File: config.mk
export PLATFORM = sky130hd
export DESIGN_NAME = vga_timing_gen
export DESIGN_NICKNAME = d
export VERILOG_FILES = /design/src/rtl/vga_timing_gen.sv
export SDC_FILE = /design/constraint.sdc
export NUM_CORES = 1
export LEC_CHECK = 0
export CORE_MARGIN = 4
export CORE_UTILIZATION = 27
export DETAILED_ROUTE_END_ITERATION = 16
export GPL_TIMING_DRIVEN = 0
export HOLD_SLACK_MARGIN = 0.1
export SYNTH_ARGS = -nofsm -noshare
export SYNTH_HDL_FRONTEND = slang
export SYNTH_SLANG_ARGS = --single-unit
File: constraint.sdc
create_clock -name clk -period 3.2 [get_ports clk]
set_input_delay 0.48 -clock clk [delete_from_list [all_inputs] [get_ports clk]]
set_output_delay 0.48 -clock clk [all_outputs]
set_load 0.02 [all_outputs]
File: src/rtl/vga_timing_gen.sv
// 640x480@60 VGA raster timing: pixel strobe, h/v counters, registered syncs
// and the per-frame refresh tick used by the object renderers.
module vga_timing_gen #(
  parameter int CLK_DIV   = 2,
  parameter int H_DISPLAY = 640,
  parameter int H_FRONT   = 16,
  parameter int H_SYNC    = 96,
  parameter int H_BACK    = 48,
  parameter int V_DISPLAY = 480,
  parameter int V_FRONT   = 10,
  parameter int V_SYNC    = 2,
  parameter int V_BACK    = 33
) (
  input  logic       clk,
  input  logic       reset,
  output logic       hsync,
  output logic       vsync,
  output logic       video_on,
  output logic       p_tick,
  output logic       refr_tick,
  output logic [9:0] pix_x,
  output logic [9:0] pix_y
);

  localparam int H_TOTAL = H_DISPLAY + H_FRONT + H_SYNC + H_BACK;
  localparam int V_TOTAL = V_DISPLAY + V_FRONT + V_SYNC + V_BACK;
  localparam int DIV_W   = (CLK_DIV > 1) ? $clog2(CLK_DIV) : 1;

  localparam logic [DIV_W-1:0] DIV_LAST = DIV_W'(CLK_DIV - 1);
  localparam logic [9:0] H_LAST   = 10'(H_TOTAL - 1);
  localparam logic [9:0] V_LAST   = 10'(V_TOTAL - 1);
  localparam logic [9:0] H_VIS    = 10'(H_DISPLAY);
  localparam logic [9:0] V_VIS    = 10'(V_DISPLAY);
  localparam logic [9:0] HS_FIRST = 10'(H_DISPLAY + H_FRONT);
  localparam logic [9:0] HS_LAST  = 10'(H_DISPLAY + H_FRONT + H_SYNC - 1);
  localparam logic [9:0] VS_FIRST = 10'(V_DISPLAY + V_FRONT);
  localparam logic [9:0] VS_LAST  = 10'(V_DISPLAY + V_FRONT + V_SYNC - 1);

  logic [DIV_W-1:0] div_q, div_d;
  logic [9:0]       h_q, h_d;
  logic [9:0]       v_q, v_d;
  logic             hsync_q, hsync_d;
  logic             vsync_q, vsync_d;

  assign p_tick = (div_q == DIV_LAST);

  // Syncs are derived from the next-state counters so they flip on the same
  // edge as the coordinates they belong to.
  always_comb begin
    div_d = p_tick ? '0 : div_q + DIV_W'(1);
    h_d   = h_q;
    v_d   = v_q;
    if (p_tick) begin
      if (h_q == H_LAST) begin
        h_d = '0;
        v_d = (v_q == V_LAST) ? '0 : v_q + 10'd1;
      end else begin
        h_d = h_q + 10'd1;
      end
    end
    hsync_d = !((h_d >= HS_FIRST) && (h_d <= HS_LAST));
    vsync_d = !((v_d >= VS_FIRST) && (v_d <= VS_LAST));
  end

  always_ff @(posedge clk or posedge reset) begin
    if (reset) begin
      div_q   <= '0;
      h_q     <= '0;
      v_q     <= '0;
      hsync_q <= 1'b1;
      vsync_q <= 1'b1;
    end else begin
      div_q   <= div_d;
      h_q     <= h_d;
      v_q     <= v_d;
      hsync_q <= hsync_d;
      vsync_q <= vsync_d;
    end
  end

  assign hsync     = hsync_q;
  assign vsync     = vsync_q;
  assign pix_x     = h_q;
  assign pix_y     = v_q;
  assign video_on  = (h_q < H_VIS) && (v_q < V_VIS);
  assign refr_tick = p_tick && (h_q == 10'd0) && (v_q == V_VIS);

endmodule

==> results of run 1 <==
## final timing paths
kind | slack (ns) | endpoint | depth (start not counted)
setup / recovery | 0.35 | refr_tick | 4
hold / removal | 0.57 | pix_y[6] | 1
setup reg to reg | 0.94 | vsync | 7
hold reg to reg | 0.57 | pix_y[6] | 1
max in group asynchronous | 1.97 | pix_y[1] | 2
min in group asynchronous | 0.70 | pix_x[6] | 2
## flip-flops by register name (all words and copies together) (netlist names)
signal / flops
pix_x: 10
p_tick: 1
pix_y: 10
vsync: 1
hsync: 1
## layout make-up
cell class / count / share of cell area
sequential: 23 / 0.320
inverter: 10 / 0.0208
multi-input combinational: 113 / 0.418
tap: 70 / 0.0485
clock buffer: 4 / 0.0249
timing repair buffer: 26 / 0.144
buffer: 10 / 0.0235
## critical path: cells and delay by family, from the launching register on
kind          cells  cell delay, ns
flops             1            0.40
buf+inv           2            0.89
simple gates      2            0.81
## stage by stage
stage | cells | power [mW] | instance area (µm²)
3_5_place_dp | 252 | 0.304 | 1760
4_1_cts | 256 | 0.492 | 1810
5_1_grt | 256 | 0.505 | 1810
3_3_place_gp | 252 | 0.303 | 1760
2_1_floorplan | 156 | 0.300 | 1410
6_report | 256 | 0.479 | 1810
## power groups by stage
stage                     logic [mW]  clock network (mW)  registers, mW
after floorplan              0.00431                   0          0.296
after global placement       0.00725                   0          0.296
after detailed placement     0.00735                   0          0.296
after CTS                    0.00736               0.194          0.291
after global routing         0.00857               0.206          0.291
final                        0.00669               0.182          0.290
## cell families (layout without fill, tap and decap cells)
kind of cell / Yosys count / in the layout / synth area share
multiplexers: 3 / 3 / 0.0221
AO/OA/AOI/OAI: 26 / 26 / 0.112
buffers and inverters: 20 / 50 / 0.0566
AND/OR/NAND/NOR: 66 / 66 / 0.278
flip-flops: 23 / 23 / 0.409
XOR/XNOR: 13 / 13 / 0.0805
adder cells (fa/ha/maj): 5 / 5 / 0.0425
## per-layer routing
layer,vias to the layer above,GRT usage,part of all wire,routed length [µm]
li1,615,-,-,-
met1,580,0.159,0.51,1680
met2,26,0.170,0.43,1400
met3,4,0.0235,0.052,170
met4,0,0.0304,0.0088,29
met5,-,0,0,0
## cells in the mapped netlist, types with 2 or more instances
library cell | count | area [µm²]
nor4_1 | 2 | 12.5
clkbuf_1 | 8 | 30.0
nor3_1 | 3 | 15.0
mux2i_1 | 2 | 20.0
nand4_1 | 10 | 62.6
nand3_1 | 8 | 40.0
inv_1 | 10 | 37.5
and2_1 | 3 | 18.8
dfstp_2 | 2 | 52.6
nor2b_1 | 2 | 12.5
xor2_1 | 6 | 52.6
and4_1 | 3 | 26.3
and3_1 | 7 | 43.8
nand2_1 | 10 | 37.5
o31ai_1 | 3 | 22.5
nor2_1 | 10 | 37.5
ha_1 | 4 | 50.1
o21ai_0 | 11 | 55.1
xnor2_1 | 7 | 61.3
dfrtp_1 | 21 | 526
a21oi_1 | 3 | 15.0
o211ai_1 | 2 | 15.0
## layout by cell type (no fill, tap or decap), types with 3 or more instances in the layout
master and instances:
clkdlybuf4s50_1 26, inv_1 10, nand2_1 10, dfrtp_1 21, ha_1 4, xnor2_1 7, nor2_1 10, a21oi_1 3
nand3_1 8, nand4_1 10, and4_1 3, clkbuf_8 3, xor2_1 6, and2_1 3, o21ai_0 11, and3_1 7
clkbuf_1 9, o31ai_1 3, nor3_1 3
==> results.txt, run 1 <==
status = finished clean
crit-path cells = clkbuf_1 -> or4_1 -> nor4_1 -> clkdlybuf4s50_1
Crit. End Element = output port
Period minus WS final = 2.85 ns
GRT Overall Usage = 0.112
Initial Utilization = 0.277
Int Power = 0.380 mW
die area = 6460 µm²
Clock Skews = 0.00209 ns
Mapped Nets = 162
Layout Utilization = 0.354
Die Ht = 80.4 µm
crit path launch = pix_x[9]
final net count = 193
dpl ws = 0.689 ns
Worst EP arrival = 2.37 ns
Hold Violations, Final = 0
post_cts resized = 0
port bufs = 26
Post-CTS Setup Bufs = 0
core box area = 5110 µm²
reg2reg start = pix_y[0]
CTS Buf Count = 3
Core Rows = 26
Reg clk slew, reported paths = 0.08 ns
CTS Hold Bufs = 0
Clk Latency, worst-skew pair = 0.26 ns
Area Growth Syn to Fin = 27.8%
library cells used by synthesis = 41
Max VDD drop = 0.129 mV
final hold slack = 0.571 ns
first-pass GRT wire length = 5.74 mm
RSZ-0062 raised after global routing = false
I/O pin total = 27
fin. max-slew vios = 0
Post-DRT Antenna Nets = 0
hold wc startpoint = pix_y[6]
clock share of power = 0.380
Synth Instances = 156
Least-Margin Pin Slew = 0.868 ns
Critical Path Start Type = register
Sink Count = 23
Ant. Diodes = 0
drt initial violations = 90
fin worst setup slack = 0.353 ns
Final GP Congestion = 0.781
largest net degree at the start of global routing = 24
fraction of layout cells with a size suffix above 1 = 0.0645
Die X = 80.4 µm
setup TNS = 0 ns
EDFF count, synth = 0
static leakage = 0.736 nW
Seq pwr share = 0.606
Yosys warning count = 0
register bit count reported by yosys = 23
vias in the first global route = 1,230
net switching power = 0.0987 mW
TritonCTS clock tree = built
worst-path fanout max = 10
Rel. slew slack = 0.421
total wire length = 3.29 mm
Multi-input gate area = 756 µm²
register area = 578 µm²
Max Clk Rate = 351 MHz
min-delay worst type = register to register
fin crit share = 0.890
DR DRC count = 0
Clock Path Buffers = 2
CP required = 2.72 ns
slowest cell delay on critical path = 0.68 ns
Post-Syn Area = 1410 µm²
slowest CP cell = clkdlybuf4s50_1
sequential fraction of the synthesis area = 0.409
initial antenna violation count = 0
vias post-DR = 1,225
Sw Ratio = 0.206
predominant post-synthesis flop cell = dfrtp_1
crit path kind = register to output port
routed vias/inst = 4.79
WL/cell = 12.8 µm
H-tree levels = 1
DP HPWL = 2.49 mm
Post-synth ARST share = 1.00
clock root buffer = clkbuf_8
TritonRoute pass-1 iters = 4
setup violators final = 0
Max-Cap Viols = 0
Fill cells = 548
total grt overflow = 0
syn_area_per_cell = 9.06 µm²
pwr dens = 265 nW/µm²
combinational power share = 0.014
Note: power is estimated with default switching activity, not from simulation.
==> run 2, diff against run 1 <==
- CORE_UTILIZATION: 27 -> 45
- PLACE_DENSITY: unset -> 0.71
==> results.txt, run 2 (synthesis gave the netlist of run 1 again) <==
Post-CTS Setup Bufs = 0
pwr dens = 249 nW/µm²
RSZ-0062 raised after global routing = false
Core Rows = 20
most common cell after layout, fill and taps aside = clkdlybuf4s50_1
Clock Skews = 0.00103 ns
Worst EP arrival = 2.40 ns
Seq pwr share = 0.666
WL met1 = 1.50 mm
GRT Overall Usage = 0.181
Int Power = 0.341 mW
core box area = 3030 µm²
DP HPWL = 2.42 mm
fin area = 1760 µm²
final hold slack = 0.572 ns
port bufs = 26
clock share of power = 0.319
Clk Latency, worst-skew pair = 0.32 ns
post_cts resized = 0
worst-path fanout max = 10
Hold Violations, Final = 0
die area = 4100 µm²
combinational power share = 0.015
H-tree levels = 1
routed wl met2 = 1.44 mm
Tot Pwr = 0.437 mW
Reg clk slew, reported paths = 0.12 ns
fraction of layout cells with a size suffix above 1 = 0.0645
TritonRoute pass-1 iters = 4
dpl ws = 0.722 ns
routed vias/inst = 5.45
largest net degree at the start of global routing = 24
Fill cells = 266
clock root buffer = clkbuf_4
status = finished clean
Sw Ratio = 0.220
post-placement cell count = 226
fin worst setup slack = 0.323 ns
CTS Buf Count = 3
Critical Path Start Type = register
final net count = 193
fin. max-slew vios = 0
static leakage = 0.728 nW
Die Ht = 64.1 µm
Die X = 64.1 µm
I/O pin total = 27
commonest non-fill, non-tap cells in the layout = 26 x clkdlybuf4s50_1, 21 x dfrtp_1, 11 x o21ai_0
Final GP Congestion = 0.880
Post-DRT Antenna Nets = 0
net switching power = 0.0959 mW
Clock Path Buffers = 2
vias post-DR = 1,254
Max VDD drop = 0.128 mV
fin crit share = 0.899
Sink Count = 23
Max-Cap Viols = 0
CTS Hold Bufs = 0
Highest Signal Layer = met4
Initial Utilization = 0.467
Area Growth Syn to Fin = 24.2%
Max Clk Rate = 348 MHz
crit path kind = register to output port
Period minus WS final = 2.88 ns
Ant. Diodes = 0
total wire length = 3.18 mm
vias in the first global route = 1,293
min-delay worst type = register to register
Rel. slew slack = 0.420
TritonCTS clock tree = built
Least-Margin Pin Slew = 0.869 ns
Crit. End Element = output port
met3 routed WL = 197 µm
setup violators final = 0
CP required = 2.72 ns
crit-path cells = clkbuf_1 -> or4_1 -> nor4_1 -> clkdlybuf4s50_1
DR DRC count = 0
WL/cell = 13.8 µm
total grt overflow = 0
drt initial violations = 90
initial antenna violation count = 0
Layout Utilization = 0.580
DP Area = 1730 µm²
final cell count without fillers = 230
slowest cell delay on critical path = 0.67 ns
slowest CP cell = clkdlybuf4s50_1
first-pass GRT wire length = 5.93 mm
setup TNS = 0 ns
## run 2: changes by cell type in the layout (fill, tap and decap cells not counted)
cell,change
clkbuf_8,-3
clkbuf_4,+3
## run 2: routing by layer
metal  track usage  vias to the layer above
met4        0.0593                        0
met3        0.0316                        5
met2         0.301                       42
li1              -                      621
met5             0                        -
met1         0.237                      586
## run 2: layout make-up
cell class | count | area, µm² | area share
plain buffers | 10 | 42.5 | 0.0242
clock buffers | 4 | 26.3 | 0.0150
inverters | 10 | 37.5 | 0.0214
multi-input cells | 113 | 756 | 0.431
flip-flops and latches | 23 | 578 | 0.329
well taps | 44 | 55.1 | 0.0314
repair buffers | 26 | 260 | 0.148
## run 2: power by group through the flow
stage | Clock [mW] | Sequential, mW | Combinational (mW)
2_1_floorplan | 0 | 0.296 | 0.00431
3_3_place_gp | 0 | 0.296 | 0.00716
3_5_place_dp | 0 | 0.296 | 0.00720
4_1_cts | 0.141 | 0.291 | 0.00718
5_1_grt | 0.154 | 0.291 | 0.00838
6_report | 0.139 | 0.291 | 0.00665
## run 2: final timing paths
kind,start,to,slack (ns),cells after the start
setup / recovery,pix_x[9],refr_tick,0.32,4
setup reg to reg,pix_y[0],vsync,0.95,7
hold reg to reg,pix_x[2],pix_x[2],0.57,1
max in group asynchronous,reset,pix_y[3],2.05,2
hold / removal,pix_x[2],pix_x[2],0.57,1
min in group asynchronous,reset,pix_x[7],0.62,2
## run 2: worst max-delay path, delay by kind of cell (launching register included)
family | cells | cell delay [ns]
simple gates | 2 | 0.78
flops | 1 | 0.42
buf+inv | 2 | 0.89
